--- src/rtl/softmax_row_ctrl_if.sv ---
// softmax_row_ctrl_if: request/ack port to the shared FP32 unit
interface softmax_row_ctrl_if #(parameter int W = 32);
  logic req;
  logic ack;
  logic [1:0] op;
  logic [W-1:0] a;
  logic [W-1:0] b;
  logic [W-1:0] res;
  modport master(output req, op, a, b, input ack, res);
  modport slave(input req, op, a, b, output ack, res);
endinterface

--- src/rtl/softmax_row_ctrl.sv ---
// softmax_row_ctrl: sequences exp/add/div ops on a shared FPU to compute a softmax row of up to 4 elements
module softmax_row_ctrl #(parameter int W = 32) (
  input  logic         clk,
  input  logic         rst,
  input  logic         start,
  input  logic [W-1:0] datain,
  input  logic [2:0]   n,
  output logic [W-1:0] y0,
  output logic [W-1:0] y1,
  output logic [W-1:0] y2,
  output logic [W-1:0] y3,
  output logic         done,
  softmax_row_ctrl_if.master fpu
);
  typedef enum logic [2:0] {IDLE, LOAD, EXP, SUM, DIV, FIN} state_t;
  state_t state, state_n;
  logic [1:0] row_n, idx;
  logic [W-1:0] x [4];
  logic [W-1:0] e [4];
  logic [W-1:0] r [4];
  logic [W-1:0] y [4];
  logic [W-1:0] sum;
  logic last;
  assign last = idx == row_n;
  assign y0 = y[0];
  assign y1 = y[1];
  assign y2 = y[2];
  assign y3 = y[3];
  // state register
  always_ff @(posedge clk) state <= rst ? IDLE : state_n;
  // next state and FPU request; operands come straight from registers that only move on ack, so they hold during stalls
  always_comb begin
    state_n = state;
    fpu.req = 1'b0;
    fpu.op = 2'd0;
    fpu.a = '0;
    fpu.b = '0;
    case (state)
      IDLE: state_n = start ? LOAD : IDLE;
      LOAD: state_n = last ? EXP : LOAD;
      EXP: begin
        fpu.req = 1'b1;
        fpu.a = x[idx];
        if (fpu.ack && last) state_n = row_n == 2'd0 ? DIV : SUM;
      end
      SUM: begin
        fpu.req = 1'b1;
        fpu.op = 2'd1;
        fpu.a = sum;
        fpu.b = e[idx];
        if (fpu.ack && last) state_n = DIV;
      end
      DIV: begin
        fpu.req = 1'b1;
        fpu.op = 2'd2;
        fpu.a = e[idx];
        fpu.b = sum;
        if (fpu.ack && last) state_n = FIN;
      end
      FIN: state_n = IDLE;
      default: state_n = IDLE;
    endcase
  end
  // datapath: operand capture, op results, and result publish on the final divide ack
  always_ff @(posedge clk) begin
    if (rst) begin
      row_n <= '0;
      idx <= '0;
      sum <= '0;
      done <= 1'b0;
      for (int i = 0; i < 4; i++) begin
        x[i] <= '0;
        e[i] <= '0;
        r[i] <= '0;
        y[i] <= '0;
      end
    end else begin
      done <= 1'b0;
      case (state)
        IDLE: if (start) begin
          row_n <= n > 3'd3 ? 2'd3 : n[1:0];
          idx <= '0;
        end
        LOAD: begin
          x[idx] <= datain;
          idx <= last ? 2'd0 : idx + 2'd1;
        end
        EXP: if (fpu.ack) begin
          e[idx] <= fpu.res;
          if (last) begin
            sum <= idx == 2'd0 ? fpu.res : e[0];
            idx <= row_n == 2'd0 ? 2'd0 : 2'd1;
          end else idx <= idx + 2'd1;
        end
        SUM: if (fpu.ack) begin
          sum <= fpu.res;
          idx <= last ? 2'd0 : idx + 2'd1;
        end
        DIV: if (fpu.ack) begin
          r[idx] <= fpu.res;
          if (last) begin
            done <= 1'b1;
            for (int k = 0; k < 4; k++) y[k] <= 2'(k) > row_n ? '0 : 2'(k) == idx ? fpu.res : r[k];
          end else idx <= idx + 2'd1;
        end
        default: ;
      endcase
    end
  end
endmodule

--- src/flat_wrapper.sv ---
// flat-port wrapper written by rule: the top's interface ports become plain ports
module softmax_row_ctrl_flat 
#(parameter int W = 32)
  (clk, rst, start, datain, n, y0, y1, y2, y3, done, fpu_req, fpu_op, fpu_a, fpu_b, fpu_ack, fpu_res);
  softmax_row_ctrl_if #(.W(W)) fpu_i ();
  input  logic clk;
  input  logic rst;
  input  logic start;
  input  logic [W-1:0] datain;
  input  logic [2:0] n;
  output logic [W-1:0] y0;
  output logic [W-1:0] y1;
  output logic [W-1:0] y2;
  output logic [W-1:0] y3;
  output logic done;
  output wire logic [$bits(fpu_i.req)-1:0] fpu_req;
  output wire logic [$bits(fpu_i.op)-1:0] fpu_op;
  output wire logic [$bits(fpu_i.a)-1:0] fpu_a;
  output wire logic [$bits(fpu_i.b)-1:0] fpu_b;
  input wire logic [$bits(fpu_i.ack)-1:0] fpu_ack;
  input wire logic [$bits(fpu_i.res)-1:0] fpu_res;
  assign fpu_req = fpu_i.req;
  assign fpu_op = fpu_i.op;
  assign fpu_a = fpu_i.a;
  assign fpu_b = fpu_i.b;
  assign fpu_i.ack = fpu_ack;
  assign fpu_i.res = fpu_res;
  softmax_row_ctrl #(.W(W)) u_core (.clk(clk), .rst(rst), .start(start), .datain(datain), .n(n), .y0(y0), .y1(y1), .y2(y2), .y3(y3), .done(done), .fpu(fpu_i));
endmodule
--- config.mk ---
export PLATFORM = sky130hd
export DESIGN_NAME = softmax_row_ctrl_flat
export DESIGN_NICKNAME = d
export VERILOG_FILES = /design/src/rtl/softmax_row_ctrl_if.sv /design/src/rtl/softmax_row_ctrl.sv /design/src/flat_wrapper.sv
export SDC_FILE = /design/constraint.sdc
export NUM_CORES = 1
export LEC_CHECK = 0
export BUFFER_PORTS_ARGS = -buffer_cell sky130_fd_sc_hd__buf_4
export CAP_MARGIN = 20
export CORE_ASPECT_RATIO = 1.1
export CORE_UTILIZATION = 43
export DETAILED_ROUTE_END_ITERATION = 12
export SETUP_SLACK_MARGIN = 0.4
export SLEW_MARGIN = 20
export SYNTH_ARGS = -nofsm -noshare
export SYNTH_HDL_FRONTEND = slang
export SYNTH_SLANG_ARGS = --single-unit
--- constraint.sdc ---
create_clock -name clk -period 4.3 [get_ports clk]
set_input_delay 0.215 -clock clk [delete_from_list [all_inputs] [get_ports clk]]
set_output_delay 0.215 -clock clk [all_outputs]
set_load 0.1 [all_outputs]
======== Word level (Yosys, flattened, before mapping) ========
Memories as Yosys holds them, arrays and structs flattened. A register that Yosys moved wholly into a read port is not among the register bits.
Cells that the tools add are included.
cells by class
  $add $sub $neg .......................... 1
  order comparisons ....................... 5
  equal/unequal tests ..................... 17
  multiplexer cells ....................... 68
  bitwise logic cells ..................... 4
  reduce and logical (&&, ||, !) cells .... 14
operators by type and width
  kind                                                                             number
  32-bit two-way mux                                                               19
  32-bit one-hot mux with 2 select lines                                           2
  32-bit one-hot mux with 3 select lines                                           1
  32-bit OR reduction                                                              3
  2-bit two-way mux                                                                16
  1-bit two-way mux                                                                23
  3-bit one-hot mux with 5 select lines                                            1
  3-bit two-way mux                                                                4
  2-bit != test, second input constant                                             5
  2-bit one-hot mux with 5 select lines                                            1
  2-bit by 1-bit != test with 1-bit output, second input constant                  4
  3-bit by 2-bit == test with 1-bit output, second input constant                  2
  6-bit AND reduction                                                              1
  5-bit nonzero test                                                               1
  2-bit == test, first input constant                                              2
  1-bit by 2-bit greater-than comparator with 1-bit output, first input constant   2
  2-bit greater-than comparator, first input constant                              2
  2-bit zero test                                                                  2
  1-bit bitwise OR                                                                 4
  2-bit one-hot mux with 2 select lines                                            1
  4-bit AND reduction                                                              1
  3-bit by 1-bit == test with 1-bit output, second input constant                  1
  3-bit == test, second input constant                                             1
  3-bit by 2-bit greater-than comparator with 1-bit output, second input constant  1
  other kinds (9)                                                                  9
word-level totals
  flip-flop bits (word level) ............. 40
  RAM bits ................................ 512
  bits of input ports ..................... 71
  output and inout bits ................... 196
  logic and storage cells ................. 118
  memories kept ........................... 4
memory list
  name      depth  width  read ports  clocked after Yosys merged registers in  wr ports  RTL line                text
  u_core.e  4      32     2           1                                        4         softmax_row_ctrl.sv:19  logic [W-1:0] e [4];
  u_core.r  4      32     4           0                                        4         softmax_row_ctrl.sv:20  logic [W-1:0] r [4];
  u_core.x  4      32     1           1                                        4         softmax_row_ctrl.sv:18  logic [W-1:0] x [4];
  u_core.y  4      32     4           0                                        4         softmax_row_ctrl.sv:21  logic [W-1:0] y [4];

======== Depth between registers and ports, before layout ========
  depth after elaboration ................. 7
  gate-level depth with buffers ........... 8

======== Least setup slack after synthesis ========
Ideal clock, no wire load.
  path kind ............................... reg-to-output
  start point ............................. reg u_core.state[0]
  end point ............................... out fpu_a[10]
  data arrival time ....................... 3.261 ns
  required time ........................... 4.085 ns
  slack ................................... 0.824 ns
  stages on the path, launching flop included .. 7
  cell sequence ........................... dfxtp_1 -> buf_4 -> inv_2 -> buf_2 -> buf_2 -> mux2i_1 -> o21ai_0
on the way
  longest elaborated chain between the ends .. 2
  elaborated cells on any way between the ends .. 4
  classes of those cells .................. eq/ne: 3; mux: 1
ends and longest elaborated chain
  what                                                                       RTL line                text
  start, declared                                                            softmax_row_ctrl.sv:16  state_t state, state_n;
  start signal, assigned                                                     softmax_row_ctrl.sv:30  always_ff @(posedge clk) state <= rst ? IDLE : state_n;
  3-bit == test or 3-bit by 2-bit == test with 1-bit output (tied branches)  softmax_row_ctrl.sv:38  case (state)
  32-bit one-hot mux with 3 select lines (*)                                 softmax_row_ctrl.sv:38
  end, declared                                                              flat_wrapper.sv:18      output wire logic [$bits(fpu_i.a)-1:0] fpu_a;
Mark *: on every way between the ends. The rest lies on a longest branch, timed or not.

======== Worst setup path in the final report ========
  start point ............................. reg u_core.state[1]
  end point ............................... out fpu_b[11]
on the way
  longest elaborated chain between the ends .. 2
  elaborated cells on any way between the ends .. 3
  classes of those cells .................. eq/ne: 2; mux: 1
ends and longest elaborated chain
  what                                                                       RTL line                text
  3-bit == test or 3-bit by 2-bit == test with 1-bit output (tied branches)  softmax_row_ctrl.sv:38
  32-bit one-hot mux with 2 select lines (*)                                 softmax_row_ctrl.sv:38
  end, declared                                                              flat_wrapper.sv:19      output wire logic [$bits(fpu_i.b)-1:0] fpu_b;
Marked as above.

==> results.cfg <==
[status]
status = complete, no violations

[setup_path]
crit_path_max_fanout = 43
max_stage_delay_ns = 0.90
path_common_cell = buf_4
end_kind = output port
path_class = reg -> out
critical_path_required_ns = 4.09
worstSetupStartpointType = register
cp_top_family = simple AND/OR/NAND/NOR gates
critPathBufInv = 2
crit_slowest_cell = and3b_2
path_cells = and3b_2 > buf_4 > a22o_1 > buf_4
worstPathArrival_ns = 3.16

[clock_network]
cts_hold_buf = 47
ctsHtreeMaxLevel = 2
cts.path.max_buffers = 3
worst_skew_pair.late_latency_ns = 0.60
clock_sinks = 554
cts.reportedPaths.clkPinSlew_ns = 0.06
post_cts_buffers = 0
clock-root-buffer = clkbuf_16
cts_tree = built
cts_buffers = 55
post_cts_resized = 0

[yosys]
synth_flop_cell = edfxtp_1
yosysTopAreaCellShare_pct = 61.63
synth.distinct_cells = 54
netlist_area_mm2 = 0.02495
avgSynthCellArea_um2 = 13.91
syn_nets = 1868
synthCells = 1793
synth_area_leader_cell = edfxtp_1
async_flop_share_pct = 0
synth_seq_area_share_pct = 65.00
synth_edf_count = 512
ys.warnings.count = 0
ys_ff_latch = 554
yosys-top-cells-area = edfxtp_1 (62%), and2_1 (6.4%), mux2i_1 (6.4%), mux4_2 (5.8%), dfxtp_1 (3.4%)

[floorplanning]
placementRows = 92
die_y_um = 254.6
dieArea_mm2 = 0.05898
initial_core_util_pct = 43.52
ioPinCount = 267
coreArea_mm2 = 0.05733
fp.dieW_um = 231.7

[timing]
whs_ns = 0.02424
max_slew_margin_pct = 27.64
fin_setup_tns_ns = 0
tightest_slew_ns = 1.085
fin_crit_ns = 3.372
rsz0062_at_grt = false
hold_viol = 0
final-max-slew-violation-count = 0
setup_viol = 0
fin_crit_sh_pct = 78.41
setup_slack_ns = 0.9283
fmax_mhz = 296.6
skew_ns = 0.01040

[route]
drc = 0
first_pass_iters = 5
wl_per_cell_um = 24.63
routed-via-count = 15640
drt_iter0_drc = 1211
drtAntennaViolNets = 0
viasPerCell = 5.551
drt_wl_total_um = 69390

[place]
gp_congestion = 0.8084
place_worst_setup_slack_ns = 1.336
portBuffers = 266
dp_cells = 2665
dp_hpwl_um = 42630
placed_area_mm2 = 0.02744

[global_route]
grt_max_degree = 81
grt_use_total_pct = 23.28
gr-total-overflow = 0
antenna_found_initial = 3
grt_pass1_wl_um = 101900
grt_pass1_vias = 15540

[hold_path]
hold_path.class = in -> reg

[layout]
n_fill_cell = 4893
syn_to_final_growth_pct = 18.74
drive_gt1_share_pct = 23.41
final_common_cell = edfxtp_1
post-route-util_pct = 51.67
layout_common_cells = edfxtp_1 (512), buf_4 (292), and2_1 (257), mux2i_1 (160), nor2_1 (140)
nets = 2092
final_cell_count_no_fill = 2817
design_area_mm2 = 0.02962

[power]
total_power_mw = 12.68
p_per_area_mw_per_mm2 = 427.9
leakage_nw = 11.44
ir_worst_vdd_mv = 0.2797

[run]
cap_violations = 0
## report_power, final
group          leakage (nW)  switching (mW)  total [mW]  internal [mW]
Sequential             5.63           0.134        6.26           6.13
Combinational          4.97            1.28        1.78          0.500
Clock                 0.833            2.08        4.63           2.55
## layout make-up
cell class,instances,area (um^2),share of cell area [%]
Sequential cell,554,16220,54.77
Multi-Input combinational cell,1058,7978,26.93
Timing Repair Buffer,343,2743,9.259
Clock buffer,68,1468,4.955
Tap cell,752,940.9,3.176
Clock inverter,35,241.5,0.8152
Inverter,5,22.52,0.07603
Antenna cell,2,5.005,0.01690
## routing by layer
layer / global-route usage (%) / up-vias / routed length, um
met5: 0 / - / 0
met4: 6.241 / 0 / 1525
met3: 3.309 / 72 / 3579
met2: 40.25 / 485 / 35540
met1: 30.67 / 8017 / 28740
li1: - / 7064 / -
## registers in the layout, summed over array words and instances, names as in the netlist, named ones only
signal	count
u_core.sum	32
u_core.x	128
u_core.done	1
u_core.r	128
u_core.e	128
u_core.idx	2
u_core.state	3
u_core.y	128
u_core.row_n	2
## cell families after synthesis
logic type | share of synthesized area [%]
AND/OR/NAND/NOR | 13.99
adder cells (fa/ha/maj) | 0.2006
flip-flops | 65.00
buffers and inverters | 3.290
multiplexers | 12.20
AO/OA/AOI/OAI | 5.146
XOR/XNOR | 0.1756
## final timing paths
check | end | start | slack (ns) | cells after the start
worst max-delay path | fpu_b[11] | u_core.state[1] | 0.93 | 4
worst min-delay path | u_core.sum[1] | fpu_res[1] | 0.02 | 3
worst max register to register | u_core.y[2][29] | u_core.state[2] | 1.37 | 5
worst min register to register | u_core.sum[20] | u_core.sum[20] | 0.54 | 2
## worst register-to-register path: cells and delay by family, from the launching register on
kind	cells	cell delay [ns]
DFF	1	0.62
AOI/OAI and AO/OA	1	0.50
buffers and inverters	3	0.91
and+or+nand+nor	1	0.48
## cells in the mapped netlist (4+ instances only)
cell type	number
edfxtp_1	512
and2_1	257
mux2i_1	160
nor2_1	142
and3_1	127
clkbuf_1	99
nand2_1	72
o21ai_0	66
mux4_2	64
buf_2	42
dfxtp_1	42
a21oi_1	39
a22o_1	32
a311oi_1	32
clkbuf_2	15
buf_4	12
or2_2	7
buf_1	5
nand2b_1	5
ha_1	4
Note: power is estimated with default switching activity, not from simulation.
